**src/rtl/apb_i2c_arb_pkg.sv**
```systemverilog
// Shared types and constants for the APB-to-I2C command arbiter.
package apb_i2c_arb_pkg;

  typedef enum logic [1:0] {
    ARB_IDLE   = 2'd0,
    ARB_SETUP  = 2'd1,
    ARB_ACCESS = 2'd2
  } arb_state_e;

  // Register map of the APB-to-I2C bridge slave.
  localparam logic [31:0] ADDR_TX_FIFO = 32'd0;
  localparam logic [31:0] ADDR_RX_FIFO = 32'd4;
  localparam logic [31:0] ADDR_CONFIG  = 32'd8;
  localparam logic [31:0] ADDR_TIMEOUT = 32'd12;

  // One latched APB command.
  typedef struct packed {
    logic        write;
    logic [31:0] addr;
    logic [31:0] wdata;
  } cmd_t;

  // Width of a requester index (at least one bit).
  function automatic int unsigned idx_width(input int unsigned n);
    return (n > 1) ? $clog2(n) : 1;
  endfunction

endpackage

```
**src/rtl/apb_i2c_cmd_arbiter_rr_arbiter.sv**
```systemverilog
// Combinational requester selection: round-robin after 'last', or fixed
// priority (lowest index wins) when APB_ARB_FIXED_PRIO_EN is defined.
module rr_arbiter
  import apb_i2c_arb_pkg::*;
#(
  parameter int unsigned NREQ = 2,
  parameter int unsigned IW   = 1
) (
  input  logic [NREQ-1:0] req,
  input  logic [IW-1:0]   last,
  output logic [NREQ-1:0] gnt_oh_c,
  output logic [IW-1:0]   gnt_idx_c,
  output logic            gnt_vld_c
);

`ifdef APB_ARB_FIXED_PRIO_EN
  logic unused_last;
  assign unused_last = ^last;

  // Lowest pending index wins.
  always_comb begin
    gnt_vld_c = 1'b0;
    gnt_idx_c = '0;
    for (int i = int'(NREQ) - 1; i >= 0; i--) begin
      if (req[i]) begin
        gnt_vld_c = 1'b1;
        gnt_idx_c = IW'(i);
      end
    end
    gnt_oh_c = gnt_vld_c ? (NREQ'(1) << gnt_idx_c) : '0;
  end
`else
  logic [IW-1:0] cand;

  // Scan from last+1 around the ring; first pending requester wins.
  always_comb begin
    gnt_vld_c = 1'b0;
    gnt_idx_c = '0;
    cand      = '0;
    for (int unsigned k = 1; k <= NREQ; k++) begin
      cand = IW'((32'(last) + k) % NREQ);
      if (!gnt_vld_c && req[cand]) begin
        gnt_vld_c = 1'b1;
        gnt_idx_c = cand;
      end
    end
    gnt_oh_c = gnt_vld_c ? (NREQ'(1) << gnt_idx_c) : '0;
  end
`endif

endmodule

```
**src/rtl/apb_i2c_cmd_arbiter.sv**
```systemverilog
// Shares one APB-to-I2C bridge slave between NREQ requesters: arbitrates,
// runs APB SETUP/ACCESS with a PREADY timeout, returns data/error with GNT.
// Build option: APB_ARB_FIXED_PRIO_EN selects fixed priority arbitration.
module apb_i2c_cmd_arbiter
  import apb_i2c_arb_pkg::*;
#(
  parameter int unsigned NREQ        = 2,
  parameter int unsigned TIMEOUT_CYC = 16,
  parameter int unsigned CW          = 5
) (
  input  logic                 PCLK,
  input  logic                 PRESETn,
  input  logic [NREQ-1:0]      REQ,
  input  logic [NREQ-1:0]      REQ_WRITE,
  input  logic [NREQ*32-1:0]   REQ_ADDR,
  input  logic [NREQ*32-1:0]   REQ_WDATA,
  output logic [NREQ-1:0]      GNT,
  output logic [31:0]          RSP_RDATA,
  output logic                 RSP_ERR,
  output logic                 BUSY,
  output logic                 PSELx,
  output logic                 PENABLE,
  output logic                 PWRITE,
  output logic [31:0]          PADDR,
  output logic [31:0]          PWDATA,
  input  logic                 PREADY,
  input  logic [31:0]          PRDATA,
  input  logic                 PSLVERR
);

  localparam int unsigned IW = idx_width(NREQ);

  localparam logic [1:0] IDLE   = ARB_IDLE;
  localparam logic [1:0] SETUP  = ARB_SETUP;
  localparam logic [1:0] ACCESS = ARB_ACCESS;

  logic [1:0]      state_q, state_d;
  cmd_t            cmd_q, cmd_d, win_cmd;
  logic [IW-1:0]   idx_q, idx_d, last_q, last_d;
  logic [NREQ-1:0] oh_q, oh_d;
  logic [CW-1:0]   cnt_q, cnt_d, cnt_inc;
  logic            timeout_hit;
  logic            psel_d, penable_d, busy_d, err_d;
  logic [NREQ-1:0] gnt_d;
  logic [31:0]     rdata_d;

  logic [NREQ-1:0] arb_oh;
  logic [IW-1:0]   arb_idx;
  logic            arb_vld;

  rr_arbiter #(
    .NREQ (NREQ),
    .IW   (IW)
  ) u_arb (
    .req       (REQ),
    .last      (last_q),
    .gnt_oh_c  (arb_oh),
    .gnt_idx_c (arb_idx),
    .gnt_vld_c (arb_vld)
  );

  // Pick the winning requester's command fields.
  always_comb begin
    win_cmd = '0;
    for (int unsigned i = 0; i < NREQ; i++) begin
      if (arb_idx == IW'(i)) begin
        win_cmd.write = REQ_WRITE[i];
        win_cmd.addr  = REQ_ADDR[32*i +: 32];
        win_cmd.wdata = REQ_WDATA[32*i +: 32];
      end
    end
  end

  // Next state and next values of every registered output.
  always_comb begin
    state_d     = state_q;
    cmd_d       = cmd_q;
    idx_d       = idx_q;
    oh_d        = oh_q;
    last_d      = last_q;
    cnt_d       = cnt_q;
    cnt_inc     = cnt_q + CW'(1);
    timeout_hit = (TIMEOUT_CYC != 0) && (cnt_inc == CW'(TIMEOUT_CYC));
    psel_d      = 1'b0;
    penable_d   = 1'b0;
    busy_d      = 1'b0;
    gnt_d       = '0;
    rdata_d     = '0;
    err_d       = 1'b0;
    case (state_q)
      IDLE: begin
        if (arb_vld) begin
          cmd_d   = win_cmd;
          idx_d   = arb_idx;
          oh_d    = arb_oh;
          state_d = SETUP;
          psel_d  = 1'b1;
          busy_d  = 1'b1;
        end
      end
      SETUP: begin
        state_d   = ACCESS;
        cnt_d     = '0;
        psel_d    = 1'b1;
        penable_d = 1'b1;
        busy_d    = 1'b1;
      end
      ACCESS: begin
        if (PREADY || timeout_hit) begin
          state_d = IDLE;
          gnt_d   = oh_q;
          last_d  = idx_q;
          cnt_d   = '0;
          err_d   = PREADY ? PSLVERR : 1'b1;
          rdata_d = (PREADY && !cmd_q.write) ? PRDATA : '0;
        end else begin
          cnt_d     = cnt_inc;
          psel_d    = 1'b1;
          penable_d = 1'b1;
          busy_d    = 1'b1;
        end
      end
      default: state_d = IDLE;
    endcase
  end

  // State, command and output registers.
  always_ff @(posedge PCLK or negedge PRESETn) begin
    if (!PRESETn) begin
      state_q   <= IDLE;
      cmd_q     <= '0;
      idx_q     <= '0;
      oh_q      <= '0;
      last_q    <= IW'(NREQ - 1);
      cnt_q     <= '0;
      PSELx     <= 1'b0;
      PENABLE   <= 1'b0;
      BUSY      <= 1'b0;
      GNT       <= '0;
      RSP_RDATA <= '0;
      RSP_ERR   <= 1'b0;
    end else begin
      state_q   <= state_d;
      cmd_q     <= cmd_d;
      idx_q     <= idx_d;
      oh_q      <= oh_d;
      last_q    <= last_d;
      cnt_q     <= cnt_d;
      PSELx     <= psel_d;
      PENABLE   <= penable_d;
      BUSY      <= busy_d;
      GNT       <= gnt_d;
      RSP_RDATA <= rdata_d;
      RSP_ERR   <= err_d;
    end
  end

  assign PWRITE = cmd_q.write;
  assign PADDR  = cmd_q.addr;
  assign PWDATA = cmd_q.wdata;

endmodule
```
**config.mk**
```make
export PLATFORM = sky130hd
export DESIGN_NAME = apb_i2c_cmd_arbiter
export DESIGN_NICKNAME = d
export VERILOG_FILES = /design/src/rtl/apb_i2c_arb_pkg.sv /design/src/rtl/apb_i2c_cmd_arbiter_rr_arbiter.sv /design/src/rtl/apb_i2c_cmd_arbiter.sv
export SDC_FILE = /design/constraint.sdc
export NUM_CORES = 1
export LEC_CHECK = 0
export CAP_MARGIN = 20
export CORE_MARGIN = 2
export CORE_UTILIZATION = 39
export DETAILED_ROUTE_END_ITERATION = 8
export PLACE_DENSITY = 0.81
export SLEW_MARGIN = 10
export SYNTH_ARGS = -nofsm -noshare
export SYNTH_HDL_FRONTEND = slang
export SYNTH_HIERARCHICAL = 1
export SYNTH_SLANG_ARGS = --single-unit
```
**constraint.sdc**
```tcl
create_clock -name PCLK -period 2.4 [get_ports PCLK]
set_clock_uncertainty 0.2 [all_clocks]
set_input_delay 0.48 -clock PCLK [delete_from_list [all_inputs] [get_ports PCLK]]
set_output_delay 0.48 -clock PCLK [all_outputs]
set_load 0.05 [all_outputs]
```
==> results of run 1 <==
-- registers in the layout, indices dropped and copies added (netlist names) --
signal,count
PWDATA,32
RSP_ERR,1
oh_q,2
PENABLE,1
idx_q,1
PADDR,32
cnt_q,5
PWRITE,1
state_q,2
GNT,2
RSP_RDATA,32
PSELx,1
last_q,1
-- Yosys cell counts (all sizes together), types with 2 or more instances --
| cell | n |
|---|---|
| mux2i | 66 |
| o22ai | 3 |
| mux2 | 4 |
| a21boi | 3 |
| a21oi | 69 |
| o211a | 2 |
| nand3 | 4 |
| nand2 | 10 |
| o21ai | 5 |
| inv | 8 |
| nand2b | 4 |
| nor2 | 68 |
| clkbuf | 12 |
| buf | 18 |
| dfrtp | 112 |
| ha | 7 |
| o211ai | 4 |
| and2 | 35 |
| nor3b | 2 |
-- per-stage QoR --
| step | hold slack, ns | power [W] | worst slack, ns | instances | area, um2 |
|---|---|---|---|---|---|
| final | 0.319 | 0.0107 | 0.100 | 900 | 8410 |
| after global routing | 0.332 | 0.0113 | 0.00672 | 900 | 8410 |
| after CTS | 0.322 | 0.0108 | 0.0731 | 900 | 8410 |
| after detailed placement | 0.275 | 0.00838 | 0.105 | 868 | 7830 |
| after global placement | 0.269 | 0.00824 | 0.165 | 868 | 7830 |
| after floorplan | -0.0156 | 0.00641 | 0.636 | 445 | 4930 |
-- cells by family (layout without fill, tap and decap cells) --
group	count (synthesis)	in the layout	synth area share (%)
AO/OA/AOI/OAI	91	91	10.3
adder cells (fa/ha/maj)	7	7	1.78
flip-flops	113	113	57.4
buffers and inverters	38	321	4.04
multiplexers	70	70	14.4
AND/OR/NAND/NOR	126	126	12.1
-- final timing paths --
check / to / startpoint / cells after the start / slack, ns
min in group asynchronous: PWDATA[25] / PRESETn / 2 / 0.40
worst min register to register: oh_q[0] / oh_q[0] / 1 / 0.32
worst min-delay path: oh_q[0] / oh_q[0] / 1 / 0.32
worst max-delay path: PWRITE / PWRITE / 1 / 0.10
max in group asynchronous: RSP_RDATA[11] / PRESETn / 3 / 0.97
worst max register to register: PWDATA[18] / state_q[1] / 6 / 0.56
-- area by class of cell --
type	instances	area share [%]
clock buffers	25	5.77
flip-flops and latches	113	33.7
clock inverters	6	0.953
well taps	172	2.56
multi-input cells	294	22.7
repair buffers	282	34.0
inverters	8	0.357
-- power breakdown --
part | switching (W) | internal [W] | total (W) | leakage, nW
Clock | 0.000814 | 0.00159 | 0.00241 | 0.281
Combinational | 0.00346 | 0.00192 | 0.00537 | 1.92
Sequential | 0.000367 | 0.00257 | 0.00294 | 1.37
Total | 0.00464 | 0.00608 | 0.0107 | 3.57
-- metal layers --
layer,global-route usage [%],part of all wire [%],up-vias
li1,-,-,2057
met1,23.1,37,1994
met2,35.0,50,171
met3,8.93,10,28
met4,10.2,2.2,0
met5,0,0,-
==> results.json, run 1 <==
{
  "initial_core_util_pct": 39.5,
  "crit_path_end_kind": "output pin",
  "synth.distinct_cells": 35,
  "setup_violations": 0,
  "critPathMaxFanout": 3,
  "utilization_pct": 67.4,
  "area_growth_syn_to_layout_pct": 70.7,
  "hpwl_um": 10800,
  "die_area_mm2": 0.0135,
  "synth.ff_latch_count": 113,
  "grt_usage_pct": 21.0,
  "worstPathCellList": "clkdlybuf4s50_1",
  "dr_total_vias": 4250,
  "antenna_found_initial": 0,
  "die-height_um": 116,
  "min-delay-path-class": "register to register",
  "synth_top_area_share_pct": 56.9,
  "gr-total-overflow": 0,
  "avgSynthCellArea_um2": 11.1,
  "routed_wl_um": 14200,
  "grt_max_degree": 57,
  "final-max-slew-violation-count": 0,
  "path_class": "register to output pin",
  "synthTopCellsByArea": "dfrtp_1 57%, mux2i_1 13%, a21oi_1 7.0%, nor2_1 5.1%, and2_1 4.4%",
  "clk_latency_ns": 0.41,
  "n_antenna_cell": 0,
  "cp_slowest_cell": "clkdlybuf4s50_1",
  "cts_hold_buf": 1,
  "critPathTopFamily": "buffers and inverters",
  "cp.arrival_ns": 1.62,
  "die-width_um": 116,
  "h-tree-depth": 4,
  "globalplace.congestion": 0.764,
  "avgRoutedWirePerCell_um": 15.8,
  "critPathLaunchType": "register",
  "synth_edf_count": 0,
  "syn_area_mm2": 0.00493,
  "cts_resized": 0,
  "clk_pin_slew_ns": 0.05,
  "grt_pass1_wl_um": 21400,
  "fmax_ghz": 0.435,
  "drive_gt1_share_pct": 6.46,
  "seq_area_mm2": 0.00283,
  "status": "finished clean",
  "synth_ff_type": "dfrtp_1",
  "critPathRequiredTime_ns": 1.72,
  "synth_top_area_cell": "dfrtp_1",
  "fin_crit_sh_pct": 95.8,
  "pin_count": 271,
  "drv_cap": 0,
  "fill_cells": 949,
  "dr.pass1.iters": 4,
  "synth_seq_area_share_pct": 57.4,
  "rows": 41,
  "synth_cells": 445,
  "cts_setup_buffers": 0,
  "power.density_mw_per_mm2": 1280,
  "yosysWarnings": 6,
  "drtIter0Drc": 167,
  "ir_drop_mv": 0.480,
  "relSlewSlack_pct": 63.2,
  "rsz0062_at_grt": "false",
  "slowest_delay_ns": 0.84,
  "hold_viol": 0,
  "cts.sinks": 113,
  "via_per_inst": 4.72,
  "numCtsBuffers": 17,
  "fin_crit_ns": 2.30,
  "postRouteAntennaNets": 0,
  "grt_pass1_vias": 4315,
  "num-nets-final": 891,
  "syn-num-nets": 620,
  "async_reset_ff_share_pct": 100,
  "final_cell_mix": "269 x clkdlybuf4s50_1, 112 x dfrtp_1, 69 x a21oi_1",
  "core_area_mm2": 0.0125,
  "worstMarginPinSlew_ns": 0.550,
  "drc": 0,
  "clock_tree.buffer_depth": 2,
  "timing.critical_path.buf_inv": 1,
  "p_leak_nw": 3.57,
  "cts_tree": "yes",
  "layout_commonest_cell": "clkdlybuf4s50_1",
  "multiInputGateArea_mm2": 0.00191,
  "port_buffers": 270,
  "cts-root-buf": "clkbuf_16",
  "tns_ns": 0
}
Note: power is estimated with default switching activity, not from simulation.
==> run 2, diff against run 1 <==
CORE_UTILIZATION = 42   (was 39)
PLACE_DENSITY = 0.86   (was 0.81)
clock period = 2.9 ns   (was 2.4 ns; I/O delays follow)
==> results.json, run 2 (same netlist as run 1, synthesis figures left out) <==
{
  "status": "finished clean",
  "numCtsBuffers": 17,
  "die-width_um": 112,
  "die_area_mm2": 0.0126,
  "drc": 0,
  "cts_resized": 0,
  "critPathTopFamily": "buffers and inverters",
  "critPathLaunchType": "register",
  "p_int_w": 0.00515,
  "routed_wl_um": 15000,
  "pwr-share-seq_pct": 26.9,
  "antenna_found_initial": 0,
  "p_sw_w": 0.00395,
  "cts.sinks": 113,
  "worstPathCellList": "clkdlybuf4s50_1",
  "setup_violations": 0,
  "utilization_pct": 73.6,
  "area_growth_syn_to_layout_pct": 70.6,
  "num-nets-final": 887,
  "dr_total_vias": 4287,
  "p_sw_share_pct": 43.4,
  "port_buffers": 270,
  "initial_core_util_pct": 43.1,
  "final_cell_mix": "269 x clkdlybuf4s50_1, 112 x dfrtp_1, 69 x a21oi_1",
  "dr.pass1.iters": 6,
  "die-height_um": 112,
  "core_area_mm2": 0.0114,
  "drive_gt1_share_pct": 6.62,
  "n_antenna_cell": 0,
  "fin_crit_sh_pct": 83.3,
  "hold_viol": 0,
  "cp_slowest_cell": "clkdlybuf4s50_1",
  "cts_setup_buffers": 0,
  "slowest_delay_ns": 0.84,
  "drv_cap": 0,
  "relSlewSlack_pct": 60.3,
  "cp.arrival_ns": 1.64,
  "grt_pass1_vias": 4633,
  "rsz0062_at_grt": "false",
  "timing.critical_path.buf_inv": 1,
  "clkPwrFrac_pct": 24.1,
  "gr-total-overflow": 0,
  "clock_tree.buffer_depth": 2,
  "path_class": "register to output pin",
  "min-delay-path-class": "register to register",
  "fin_cells": 868,
  "dp.cells": 835,
  "clk_latency_ns": 0.41,
  "grt_max_degree": 73,
  "critPathMaxFanout": 3,
  "avgRoutedWirePerCell_um": 17.3,
  "fin_crit_ns": 2.42,
  "pin_count": 271,
  "hpwl_um": 10800,
  "whs_ns": 0.325,
  "final-max-slew-violation-count": 0,
  "drtIter0Drc": 159,
  "cts_hold_buf": 1,
  "layout_commonest_cell": "clkdlybuf4s50_1",
  "cts_tree": "yes",
  "clk_pin_slew_ns": 0.05,
  "power.density_mw_per_mm2": 1080,
  "power_frac_comb_pct": 49.0,
  "grt_usage_pct": 24.3,
  "fmax_ghz": 0.414,
  "cts-root-buf": "clkbuf_16",
  "rows": 39,
  "grt_pass1_wl_um": 23800,
  "critPathRequiredTime_ns": 2.12,
  "via_per_inst": 4.94,
  "crit_path_end_kind": "output pin",
  "globalplace.congestion": 0.766,
  "fill_cells": 783,
  "tns_ns": 0,
  "ir_drop_mv": 0.761,
  "postRouteAntennaNets": 0,
  "worstMarginPinSlew_ns": 0.595,
  "h-tree-depth": 4,
  "p_leak_nw": 3.56
}
[run 2: cell types whose count changed in the layout (fill, tap and decap cells not counted)]
| cell | before | now |
|---|---|---|
| clkinvlp_4 | 0 | 7 |
| buf_4 | 7 | 3 |
| clkbuf_1 | 5 | 1 |
| clkinv_2 | 4 | 1 |
| bufinv_16 | 2 | 4 |
| clkbuf_8 | 3 | 1 |
| clkinv_4 | 0 | 1 |
[run 2: power by group through the flow]
| stage | sequential (W) | clock [W] | combinational [W] |
|---|---|---|---|
| 6_report | 0.00245 | 0.00220 | 0.00446 |
| 5_1_grt | 0.00251 | 0.00230 | 0.00471 |
| 4_1_cts | 0.00245 | 0.00222 | 0.00450 |
| 3_5_place_dp | 0.00246 | 0 | 0.00447 |
| 3_3_place_gp | 0.00242 | 0 | 0.00437 |
| 2_1_floorplan | 0.00413 | 0 | 0.00118 |
[run 2: cell type report]
cell class | instances | area (um2) | area share [%]
clock buffers | 19 | 443 | 5.27
clock inverters | 13 | 186 | 2.22
inverters | 8 | 30.0 | 0.357
multi-input cells | 294 | 1910 | 22.7
flip-flops and latches | 113 | 2830 | 33.7
well taps | 143 | 179 | 2.13
repair buffers | 278 | 2830 | 33.6
[run 2: worst paths after layout]
path,slack (ns),depth (start not counted),from,end
min reg2reg,0.32,2,PWDATA[16],PWDATA[16]
min in group asynchronous,0.51,2,PRESETn,PADDR[3]
max in group asynchronous,1.18,3,PRESETn,PWDATA[7]
max,0.48,1,PWRITE,PWRITE
min,0.32,2,PWDATA[16],PWDATA[16]
max reg2reg,0.98,5,state_q[0],cnt_q[2]
[run 2: per-stage QoR]
| stage | setup slack [ns] | total power (W) | area [um2] |
|---|---|---|---|
| detailed placement | 0.487 | 0.00693 | 7760 |
| global placement | 0.592 | 0.00679 | 7760 |
| finish | 0.483 | 0.00911 | 8400 |
| global route | 0.447 | 0.00951 | 8400 |
| floorplan | 1.06 | 0.00530 | 4930 |
| CTS | 0.455 | 0.00917 | 8400 |
[run 2: metal layers]
metal	wire length, um	share of wire [%]	vias to the layer above	global-route usage (%)
li1	-	-	2056	-
met1	5580	37	2007	26.8
met2	7870	52	189	43.2
met3	1160	7.7	35	8.32
met4	416	2.8	0	9.59
met5	0	0	-	0
==> run 3, diff against run 2 <==
CORE_UTILIZATION = 39   (was 42)
PLACE_DENSITY = 0.81   (was 0.86)
clock period = 2.54 ns   (was 2.9 ns; I/O delays follow)
==> results.json, run 3 (same netlist as run 1, synthesis figures left out) <==
{
  "status": "finished clean",
  "fin_crit_sh_pct": 91.5,
  "path_class": "register to output pin",
  "power.density_mw_per_mm2": 1230,
  "clk_latency_ns": 0.41,
  "dr_total_vias": 4245,
  "worstMarginPinSlew_ns": 0.545,
  "globalplace.congestion": 0.765,
  "ir_drop_mv": 0.532,
  "p_leak_nw": 3.62,
  "numCtsBuffers": 17,
  "drv_cap": 0,
  "fmax_ghz": 0.430,
  "clk_pin_slew_ns": 0.05,
  "die_area_mm2": 0.0135,
  "via_per_inst": 4.71,
  "cts_tree": "yes",
  "port_buffers": 270,
  "antenna_found_initial": 0,
  "total_power_w": 0.0104,
  "routed_wl_um": 14600,
  "drc": 0,
  "utilization_pct": 68.1,
  "grt_pass1_wl_um": 22000,
  "drive_gt1_share_pct": 7.27,
  "final_cell_area_mm2": 0.00849,
  "critPathMaxFanout": 3,
  "whs_ns": 0.319,
  "grt_usage_pct": 21.6,
  "die-width_um": 116,
  "grt_max_degree": 65,
  "cts.sinks": 113,
  "layout_commonest_cell": "clkdlybuf4s50_1",
  "clock_tree.buffer_depth": 2,
  "cp.arrival_ns": 1.62,
  "critPathRequiredTime_ns": 1.83,
  "rsz0062_at_grt": "false",
  "final_cell_mix": "269 x clkdlybuf4s50_1, 112 x dfrtp_1, 69 x a21oi_1",
  "die-height_um": 116,
  "hpwl_um": 10900,
  "relSlewSlack_pct": 63.6,
  "avgRoutedWirePerCell_um": 16.2,
  "fill_cells": 966,
  "r2r_slack_ns": 0.69,
  "slowest_delay_ns": 0.84,
  "grt_pass1_vias": 4293,
  "tns_ns": 0,
  "initial_core_util_pct": 39.5,
  "crit_path_end_kind": "output pin",
  "gr-total-overflow": 0,
  "min-delay-path-class": "register to register",
  "core_area_mm2": 0.0125,
  "drtIter0Drc": 192,
  "critPathTopFamily": "buffers and inverters",
  "num-nets-final": 891,
  "cts-root-buf": "clkbuf_16",
  "place_area_mm2": 0.00784,
  "n_antenna_cell": 0,
  "timing.critical_path.buf_inv": 1,
  "cts_setup_buffers": 0,
  "cp_slowest_cell": "clkdlybuf4s50_1",
  "pin_count": 271,
  "area_growth_syn_to_layout_pct": 72.4,
  "rows": 41,
  "worstPathCellList": "clkdlybuf4s50_1",
  "final-max-slew-violation-count": 0,
  "fin_crit_ns": 2.32,
  "hold_viol": 0,
  "critPathLaunchType": "register",
  "setup_violations": 0,
  "postRouteAntennaNets": 0,
  "dr.pass1.iters": 6,
  "h-tree-depth": 4
}
## run 3: changes by cell type in the layout (fill, tap and decap cells not counted)
cell | previous run | this run
clkinv_2 | 1 | 6
clkbuf_1 | 1 | 0
clkbuf_8 | 1 | 4
clkinv_4 | 1 | 0
clkinvlp_4 | 7 | 1
buf_12 | 5 | 6
buf_4 | 3 | 6
## run 3: through the flow
step / instances / setup slack, ns
finish: 901 / 0.216
global route: 901 / 0.140
CTS: 901 / 0.192
detailed placement: 868 / 0.153
global placement: 868 / 0.213
floorplan: 445 / 0.774
## run 3: path summary, 6_finish.rpt
check	from	to	cells past startpoint
hold reg to reg	oh_q[0]	oh_q[0]	1
setup reg to reg	state_q[0]	PWDATA[21]	6
max in group asynchronous	PRESETn	last_q	3
setup / recovery	PWRITE	PWRITE	1
hold / removal	oh_q[0]	oh_q[0]	1
min in group asynchronous	PRESETn	PWDATA[22]	2
## run 3: repair_timing
action                    4_1_cts  5_1_grt
hold endpoints to repair       23        0
resized for setup               0        0
hold buffers                    1        0
## run 3: final cells by class
| class | instances | area (um2) | area share (%) |
|---|---|---|---|
| repair buffers | 282 | 2870 | 33.8 |
| flip-flops and latches | 113 | 2830 | 33.3 |
| well taps | 172 | 215 | 2.53 |
| multi-input cells | 294 | 1910 | 22.5 |
| clock inverters | 11 | 158 | 1.86 |
| clock buffers | 21 | 480 | 5.66 |
| inverters | 8 | 30.0 | 0.354 |
## run 3: report_power, final
group          internal [W]  switching (W)
combinational       0.00181        0.00329
clock               0.00173       0.000802
sequential          0.00243       0.000353
## run 3: layer usage
layer	wire (um)	GRT usage, %	vias to the layer above
li1	-	-	2054
met1	5440	24.1	1989
met2	7350	36.9	174
met3	1440	8.04	28
met4	365	10.0	0
met5	0	0	-
